**src/rtl/status_hazard_ctrl_pkg.sv**
```systemverilog
// ARM condition-field constants, NZCV bit positions and hazard FSM states
// shared by the status hazard controller and the branch unit.
package arm_cond_pkg;

  localparam logic [3:0] COND_EQ = 4'h0;
  localparam logic [3:0] COND_NE = 4'h1;
  localparam logic [3:0] COND_CS = 4'h2;
  localparam logic [3:0] COND_CC = 4'h3;
  localparam logic [3:0] COND_MI = 4'h4;
  localparam logic [3:0] COND_PL = 4'h5;
  localparam logic [3:0] COND_VS = 4'h6;
  localparam logic [3:0] COND_VC = 4'h7;
  localparam logic [3:0] COND_HI = 4'h8;
  localparam logic [3:0] COND_LS = 4'h9;
  localparam logic [3:0] COND_GE = 4'hA;
  localparam logic [3:0] COND_LT = 4'hB;
  localparam logic [3:0] COND_GT = 4'hC;
  localparam logic [3:0] COND_LE = 4'hD;
  localparam logic [3:0] COND_AL = 4'hE;
  localparam logic [3:0] COND_NV = 4'hF;

  localparam int unsigned N_BIT = 3;
  localparam int unsigned Z_BIT = 2;
  localparam int unsigned C_BIT = 1;
  localparam int unsigned V_BIT = 0;

  typedef enum logic [1:0] {
    RUN   = 2'd0,
    HAZ   = 2'd1,
    FLUSH = 2'd2
  } state_t;

endpackage

```
**src/rtl/status_hazard_ctrl_if.sv**
```systemverilog
// ID->EXE issue handshake and registered EXE-side issue results.
interface status_hazard_ctrl_if;
  logic       id_valid;
  logic [3:0] id_cond;
  logic       id_s;
  logic       id_ready;
  logic       ex_valid;
  logic       ex_cond_pass;
  logic       ex_s;

  modport master (
    output id_valid, id_cond, id_s,
    input  id_ready, ex_valid, ex_cond_pass, ex_s
  );

  modport slave (
    input  id_valid, id_cond, id_s,
    output id_ready, ex_valid, ex_cond_pass, ex_s
  );
endinterface

```
**src/rtl/status_hazard_ctrl_cond_check.sv**
```systemverilog
// Combinational ARM condition evaluation against an NZCV nibble.
module cond_check
  import arm_cond_pkg::*;
(
  input  logic [3:0] cond,
  input  logic [3:0] nzcv,
  output logic       pass
);

  logic n, z, c, v;

  always_comb begin
    n = nzcv[N_BIT];
    z = nzcv[Z_BIT];
    c = nzcv[C_BIT];
    v = nzcv[V_BIT];
    pass = 1'b0;
    case (cond)
      COND_EQ: pass = z;
      COND_NE: pass = !z;
      COND_CS: pass = c;
      COND_CC: pass = !c;
      COND_MI: pass = n;
      COND_PL: pass = !n;
      COND_VS: pass = v;
      COND_VC: pass = !v;
      COND_HI: pass = c && !z;
      COND_LS: pass = !c || z;
      COND_GE: pass = (n == v);
      COND_LT: pass = (n != v);
      COND_GT: pass = !z && (n == v);
      COND_LE: pass = z || (n != v);
      COND_AL: pass = 1'b1;
      default: pass = 1'b0;
    endcase
  end

endmodule

```
**src/rtl/status_hazard_ctrl.sv**
```systemverilog
// Issue-side NZCV hazard controller: stalls conditional issue behind pending
// flag writers and produces the registered EXE valid / status-write enable.
module status_hazard_ctrl
  import arm_cond_pkg::*;
#(
  parameter int unsigned MAX_PENDING = 3,
  parameter int unsigned CNT_W       = 2
) (
  input  logic                 clk,
  input  logic                 rst,
  status_hazard_ctrl_if.slave  bus,
  input  logic [3:0]           status_bits,
  input  logic                 flag_wr,
  input  logic                 flush,
  output logic [CNT_W-1:0]     pending_cnt,
  output logic [1:0]           state_o,
  output logic                 err_underflow
);

  localparam logic [CNT_W-1:0] CNT_MAX = CNT_W'(MAX_PENDING);

  state_t           state;
  state_t           state_next;
  logic             pass;
  logic             ready;
  logic             accept;
  logic             inc;
  logic             dec;
  logic [CNT_W-1:0] cnt_next;

  cond_check u_cond_check (
    .cond (bus.id_cond),
    .nzcv (status_bits),
    .pass (pass)
  );

  // No bypass of a same-cycle flag_wr: conditional issue waits on the registered count.
  always_comb begin
    ready = 1'b1;
    if (state == FLUSH || flush)
      ready = 1'b0;
    if (bus.id_cond != COND_AL && pending_cnt != '0)
      ready = 1'b0;
    if (bus.id_s && pending_cnt == CNT_MAX)
      ready = 1'b0;
  end

  assign accept = bus.id_valid && ready;
  assign inc    = accept && bus.id_s && pass;
  assign dec    = flag_wr;

  always_comb begin
    cnt_next = pending_cnt;
    if (flush) begin
      cnt_next = '0;
    end else begin
      case ({inc, dec})
        2'b10:   cnt_next = pending_cnt + CNT_W'(1);
        2'b01:   if (pending_cnt != '0) cnt_next = pending_cnt - CNT_W'(1);
        default: cnt_next = pending_cnt;
      endcase
    end
  end

  // FSM state register
  always_ff @(posedge clk) begin
    if (rst)
      state <= RUN;
    else
      state <= state_next;
  end

  // FSM next state; FLUSH always exits to RUN because the count is cleared with it
  always_comb begin
    state_next = state;
    if (flush)
      state_next = FLUSH;
    else if (cnt_next != '0)
      state_next = HAZ;
    else
      state_next = RUN;
  end

  // FSM outputs
  always_comb begin
    bus.id_ready = ready;
    state_o      = state;
  end

  always_ff @(posedge clk) begin
    if (rst) begin
      pending_cnt   <= '0;
      err_underflow <= 1'b0;
    end else begin
      pending_cnt <= cnt_next;
      if (!flush && flag_wr && pending_cnt == '0)
        err_underflow <= 1'b1;
    end
  end

  always_ff @(posedge clk) begin
    if (rst || flush) begin
      bus.ex_valid     <= 1'b0;
      bus.ex_cond_pass <= 1'b0;
      bus.ex_s         <= 1'b0;
    end else begin
      bus.ex_valid     <= accept;
      bus.ex_cond_pass <= accept && pass;
      bus.ex_s         <= inc;
    end
  end

endmodule
```
**src/flat_wrapper.sv**
```systemverilog
// flat-port wrapper written by rule: the top's interface ports become plain ports
module status_hazard_ctrl_flat import arm_cond_pkg::*;
#(
  parameter int unsigned MAX_PENDING = 3,
  parameter int unsigned CNT_W       = 2
)
  (clk, rst, status_bits, flag_wr, flush, pending_cnt, state_o, err_underflow, bus_id_valid, bus_id_cond, bus_id_s, bus_id_ready, bus_ex_valid, bus_ex_cond_pass, bus_ex_s);
  status_hazard_ctrl_if bus_i ();
  input  logic clk;
  input  logic rst;
  input  logic [3:0] status_bits;
  input  logic flag_wr;
  input  logic flush;
  output logic [CNT_W-1:0] pending_cnt;
  output logic [1:0] state_o;
  output logic err_underflow;
  input wire logic [$bits(bus_i.id_valid)-1:0] bus_id_valid;
  input wire logic [$bits(bus_i.id_cond)-1:0] bus_id_cond;
  input wire logic [$bits(bus_i.id_s)-1:0] bus_id_s;
  output wire logic [$bits(bus_i.id_ready)-1:0] bus_id_ready;
  output wire logic [$bits(bus_i.ex_valid)-1:0] bus_ex_valid;
  output wire logic [$bits(bus_i.ex_cond_pass)-1:0] bus_ex_cond_pass;
  output wire logic [$bits(bus_i.ex_s)-1:0] bus_ex_s;
  assign bus_i.id_valid = bus_id_valid;
  assign bus_i.id_cond = bus_id_cond;
  assign bus_i.id_s = bus_id_s;
  assign bus_id_ready = bus_i.id_ready;
  assign bus_ex_valid = bus_i.ex_valid;
  assign bus_ex_cond_pass = bus_i.ex_cond_pass;
  assign bus_ex_s = bus_i.ex_s;
  status_hazard_ctrl #(.MAX_PENDING(MAX_PENDING), .CNT_W(CNT_W)) u_core (.clk(clk), .rst(rst), .bus(bus_i), .status_bits(status_bits), .flag_wr(flag_wr), .flush(flush), .pending_cnt(pending_cnt), .state_o(state_o), .err_underflow(err_underflow));
endmodule
```
**config.mk**
```make
export PLATFORM = sky130hd
export DESIGN_NAME = status_hazard_ctrl_flat
export DESIGN_NICKNAME = d
export VERILOG_FILES = /design/src/rtl/status_hazard_ctrl_pkg.sv /design/src/rtl/status_hazard_ctrl_if.sv /design/src/rtl/status_hazard_ctrl_cond_check.sv /design/src/rtl/status_hazard_ctrl.sv /design/src/flat_wrapper.sv
export SDC_FILE = /design/constraint.sdc
export NUM_CORES = 1
export LEC_CHECK = 0
export BUFFER_PORTS_ARGS = -buffer_cell sky130_fd_sc_hd__buf_2
export CAP_MARGIN = 10
export CORE_AREA = 2 2 39 41
export CTS_CLUSTER_DIAMETER = 100
export CTS_CLUSTER_SIZE = 40
export DETAILED_ROUTE_END_ITERATION = 8
export DIE_AREA = 0 0 41 43
export PLACE_DENSITY = 0.79
export SYNTH_ARGS = -nofsm -noshare
export SYNTH_HDL_FRONTEND = slang
export SYNTH_HIERARCHICAL = 1
export SYNTH_SLANG_ARGS = --single-unit
export TNS_END_PERCENT = 100
```
**constraint.sdc**
```tcl
create_clock -name clk -period 7 [get_ports clk]
set_clock_uncertainty 0.1 [all_clocks]
set_input_delay 1.75 -clock clk [delete_from_list [all_inputs] [get_ports clk]]
set_output_delay 1.75 -clock clk [all_outputs]
set_load 0.02 [all_outputs]
```
Word-level counts from Yosys, hierarchy flattened
Index checks and enable logic that the tools add are counted.
Word-level totals
  bits in registers: 8
  ROM bits: 0
  latch bits: 0
  RAM bits: 0
  memories kept: 0
  output and inout bits: 9
Operators by class
  divide/modulo/power cells: 0
  reduce and logical (&&, ||, !) cells: 24
  bitwise logic cells: 0
  multiply operators: 0
  add/sub/neg operators: 2
  shift operators: 0
  order comparisons: 0
  multiplexer cells: 9
  eq/ne operators: 21
Operators with widths (count)
  $eq A4 B4 Y1 const B: 7
  $eq A4 B3 Y1 const B: 4
  $pmux W1 S15: 1
  $logic_and A1 B1 Y1: 10
  $eq A4 B2 Y1 const B: 2
  $eq A2 B2 Y1 const B: 3
  $mux W2: 3
  $logic_not A1 Y1: 5
  $eq A4 B1 Y1 const B: 1
  $logic_not A4 Y1: 1
  $logic_or A1 B1 Y1: 4
  $mux W1: 4
  $ne A4 B4 Y1 const B: 1
  $pmux W2 S2: 1
  $reduce_bool A2 Y1: 2
  $add A2 B1 Y2 const B: 1
  $eq A2 B1 Y1 const B: 1
  $logic_not A2 Y1: 1
  $reduce_or A2 Y1: 1
  $sub A2 B1 Y2 const B: 1
  $eq A1 B1 Y1: 1
  $ne A1 B1 Y1: 1

Logic depth before layout (Yosys ltp)
  word-level depth: 14
  mapped depth: 11
  mapped depth without buffers: 10

Hierarchy
Netlist, hierarchy kept.
By module, submodules not included
  status_hazard_ctrl: area an instance 382.9 µm², cells each 41, sequential area each 160.2 µm², instances 1
  cond_check: area an instance 193.9 µm², cells each 28, sequential area each 0.0 µm², instances 1

Worst setup path after synthesis
OpenSTA, ideal clock, no wires.
  kind: input port to output port
  start: input bus_id_cond[0]
  end: output bus_id_ready
  data required time: 5.150 ns
  slack: 2.712 ns
  stages: 3
  data arrival time: 2.438 ns
  path buffers: 0
  path through: and4b_1 > o221ai_2 > nor2_1
Between the ends
  longest elaborated chain between the ends: 4
Ends and longest elaborated chain
  start: declaration: RTL line flat_wrapper.sv:18  | input wire logic [$bits(bus_i.id_cond)-1:0] bus_id_cond;
  $ne A4 B4 Y1: RTL line status_hazard_ctrl.sv:42  | if (bus.id_cond != COND_AL && pending_cnt != '0)
  $logic_and A1 B1 Y1: RTL line status_hazard_ctrl.sv:42
  $mux W1: RTL line status_hazard_ctrl.sv:42
  $mux W1: RTL line status_hazard_ctrl.sv:44  | if (bus.id_s && pending_cnt == CNT_MAX)
  end: declaration: RTL line flat_wrapper.sv:20  | output wire logic [$bits(bus_i.id_ready)-1:0] bus_id_ready;
Every way passes these cells.

Final worst setup path
  start: input bus_id_cond[1]
  end: output bus_id_ready
Same word-level chain as after synthesis.

==> impl_metrics.toml <==
[setup_path]
crit_path_start_kind = "primary input"
critPathCaptureType = "output port"
path_max_fanout = 9
worstPathArrival_ns = 2.62
crit_type = "in2out"
critical_path_required_ns = 5.15

[floorplanning]
die_h_um = 43
io_pins = 23
die_width_um = 41
core-area_mm2 = 0.00138
initial_utilization_pct = 41.7
rows = 14
dieArea_mm2 = 0.00176

[yosys]
async_flop_share_pct = 0
ys_ff_latch = 8
synthFlopType = "dfxtp_1"
synth_edf_count = 0
synth_cells = 69
synth-compound-area-share_pct = 24.9
avgSynthCellArea_um2 = 8.36
synthXorXnorAreaFrac_pct = 4.34
ys_seq_area_share_pct = 27.8
synth_area_um2 = 577
synth.distinct_cells = 32
yosys.area_share.simple_pct = 24.1
syn-num-nets = 88
muxShareOfSynthArea_pct = 2.60
yosysWarnings = 6
synth_fa_ha_area_share_pct = 10.8
synth_top_family_by_area = "compound AO/OA/AOI/OAI gates"

[sta]
fin_crit_ns = 4.47
post-route-period-util_pct = 63.9
finalHoldViolations = 0
max_freq_mhz = 224
rsz0062_at_grt = "no"
worst_pin_slew_ns = 0.356
finalMaxSlewViolations = 0
fin_tns_setup_ns = 0
setup_viol = 0
worst_hold_slack_ns = 0.384
relSlewSlack_pct = 76.3

[routing]
drtIter0Drc = 38
detail_route.wl_per_cell_um = 13.1
dr_total_vias = 626
totalWireLength_mm = 1.42
avgViaCountPerCell = 5.80
dr.pass1.iters = 4
drc = 0
detail-route-antenna-nets = 0

[clock_tree]
cts_buffers = 3
clkLatencyLatePin_ns = 0.26
cts_setup_buffers = 0
clockBufferDepth = 2
cts_max_level = 1
cts-hold-fix-buffers = 0
clkTransAtPathRegs_ns = 0.06
cts_tree = "done"
clock-root-buffer = "clkbuf_4"
clock-sinks = 8
ctsResizeCount = 0

[placed_design]
dp_hpwl_mm = 1.05
place_congestion = 0.782
io_buffers = 22

[finish]
syn_to_final_growth_pct = 24.9
nFillCells = 128
mostFrequentLayoutCell = "buf_2"
layout_common_cells = "buf_2, nor2_1, dfxtp_1"
layout.nets = 113
drive_gt1_share_pct = 31.5
num_antenna_cells = 0

[grt]
overflow = 0
grt_max_degree = 11
grt_antenna_before_repair = 0
grt_usage_pct = 18.2
gr-usage-met3_pct = 3.14
grt_pass1_wl_mm = 2.24
grt_pass1_vias = 552
grt_use_met2_pct = 28.4
grt_busiest_layer = "met2"
use_met1_pct = 23.1

[flow_run]
drv_cap = 0

[outcome]
status = "complete, no violations"

[power]
ir_drop_uv = 49.8
p_leak_nw = 0.349
p_per_area_mw_per_mm2 = 166

[hold_path]
hp-class = "reg2reg"
synthesized netlist by cell type (2+ instances only):
library cell / n / area [µm²]
a221oi_1: 3 / 26.3
nand2b_1: 2 / 12.5
nor3_1: 3 / 15.0
nand2_1: 4 / 15.0
a21oi_1: 3 / 15.0
ha_1: 5 / 62.6
inv_1: 6 / 22.5
a211o_1: 2 / 17.5
nand3_1: 2 / 10.0
o211ai_1: 2 / 15.0
nor2_1: 9 / 33.8
dfxtp_1: 8 / 160
logic make-up after synthesis:
kind of cell             count (synthesis)
flip-flops                               8
AO/OA/AOI/OAI                           18
XOR/XNOR                                 2
adder cells (fa/ha/maj)                  5
buffers and inverters                    8
AND/OR/NAND/NOR                         27
multiplexers                             1
layout make-up:
| cell class | count | area [µm²] | area share, % |
|---|---|---|---|
| multi-input combinational | 53 | 385 | 53.5 |
| sequential | 8 | 160 | 22.2 |
| timing repair buffer | 22 | 110 | 15.3 |
| clock buffer | 3 | 22.5 | 3.13 |
| inverter | 6 | 22.5 | 3.13 |
| tap | 16 | 20.0 | 2.78 |
critical path: stages:
cell	delay (ns)
buf_2	0.15
and4b_1	0.22
o221ai_2	0.27
nor2_1	0.06
buf_2	0.16
flip-flops by register name, indices dropped and copies added, names as in the netlist:
| name | flops |
|---|---|
| u_core/bus.ex_valid | 1 |
| u_core/pending_cnt | 2 |
| u_core/bus.ex_s | 1 |
| u_core/state_o | 2 |
| u_core/bus.ex_cond_pass | 1 |
| u_core/err_underflow | 1 |
layer usage:
layer  part of all wire [%]  wire (µm)
met4                      0          0
met3                    5.8         82
met5                      0          0
met1                     41        585
met2                     53        747
metrics by stage:
stage | area, µm² | instances | setup WS [ns] | power [W] | utilization, %
after floorplan | 577 | 69 | 2.71 | 0.0000704 | -
after global placement | 698 | 105 | 2.56 | 0.0000813 | 50.5
after detailed placement | 698 | 105 | 2.55 | 0.0000825 | 50.5
after CTS | 721 | 108 | 2.54 | 0.000119 | 52.1
after global routing | 721 | 108 | 2.47 | 0.000125 | 52.1
final | 721 | 108 | 2.53 | 0.000119 | 52.1
final timing paths:
| path | slack (ns) | end | start | depth (start not counted) |
|---|---|---|---|---|
| hold / removal | 0.38 | u_core/err_underflow$_SDFFE_PP0P_ | u_core/err_underflow$_SDFFE_PP0P_ | 2 |
| hold reg to reg | 0.38 | u_core/err_underflow$_SDFFE_PP0P_ | u_core/err_underflow$_SDFFE_PP0P_ | 2 |
| setup reg to reg | 4.73 | u_core/state_o[0]$_SDFF_PP0_ | u_core/pending_cnt[0]$_SDFF_PP0_ | 8 |
| setup / recovery | 2.53 | bus_id_ready | bus_id_cond[1] | 5 |
where the power goes:
group          switching (W)  internal, W  total (W)
logic              0.0000197    0.0000137  0.0000333
registers         0.00000120    0.0000477  0.0000489
clock network      0.0000173    0.0000197  0.0000371
total              0.0000382    0.0000811   0.000119
(Power assumes the default switching activity.)
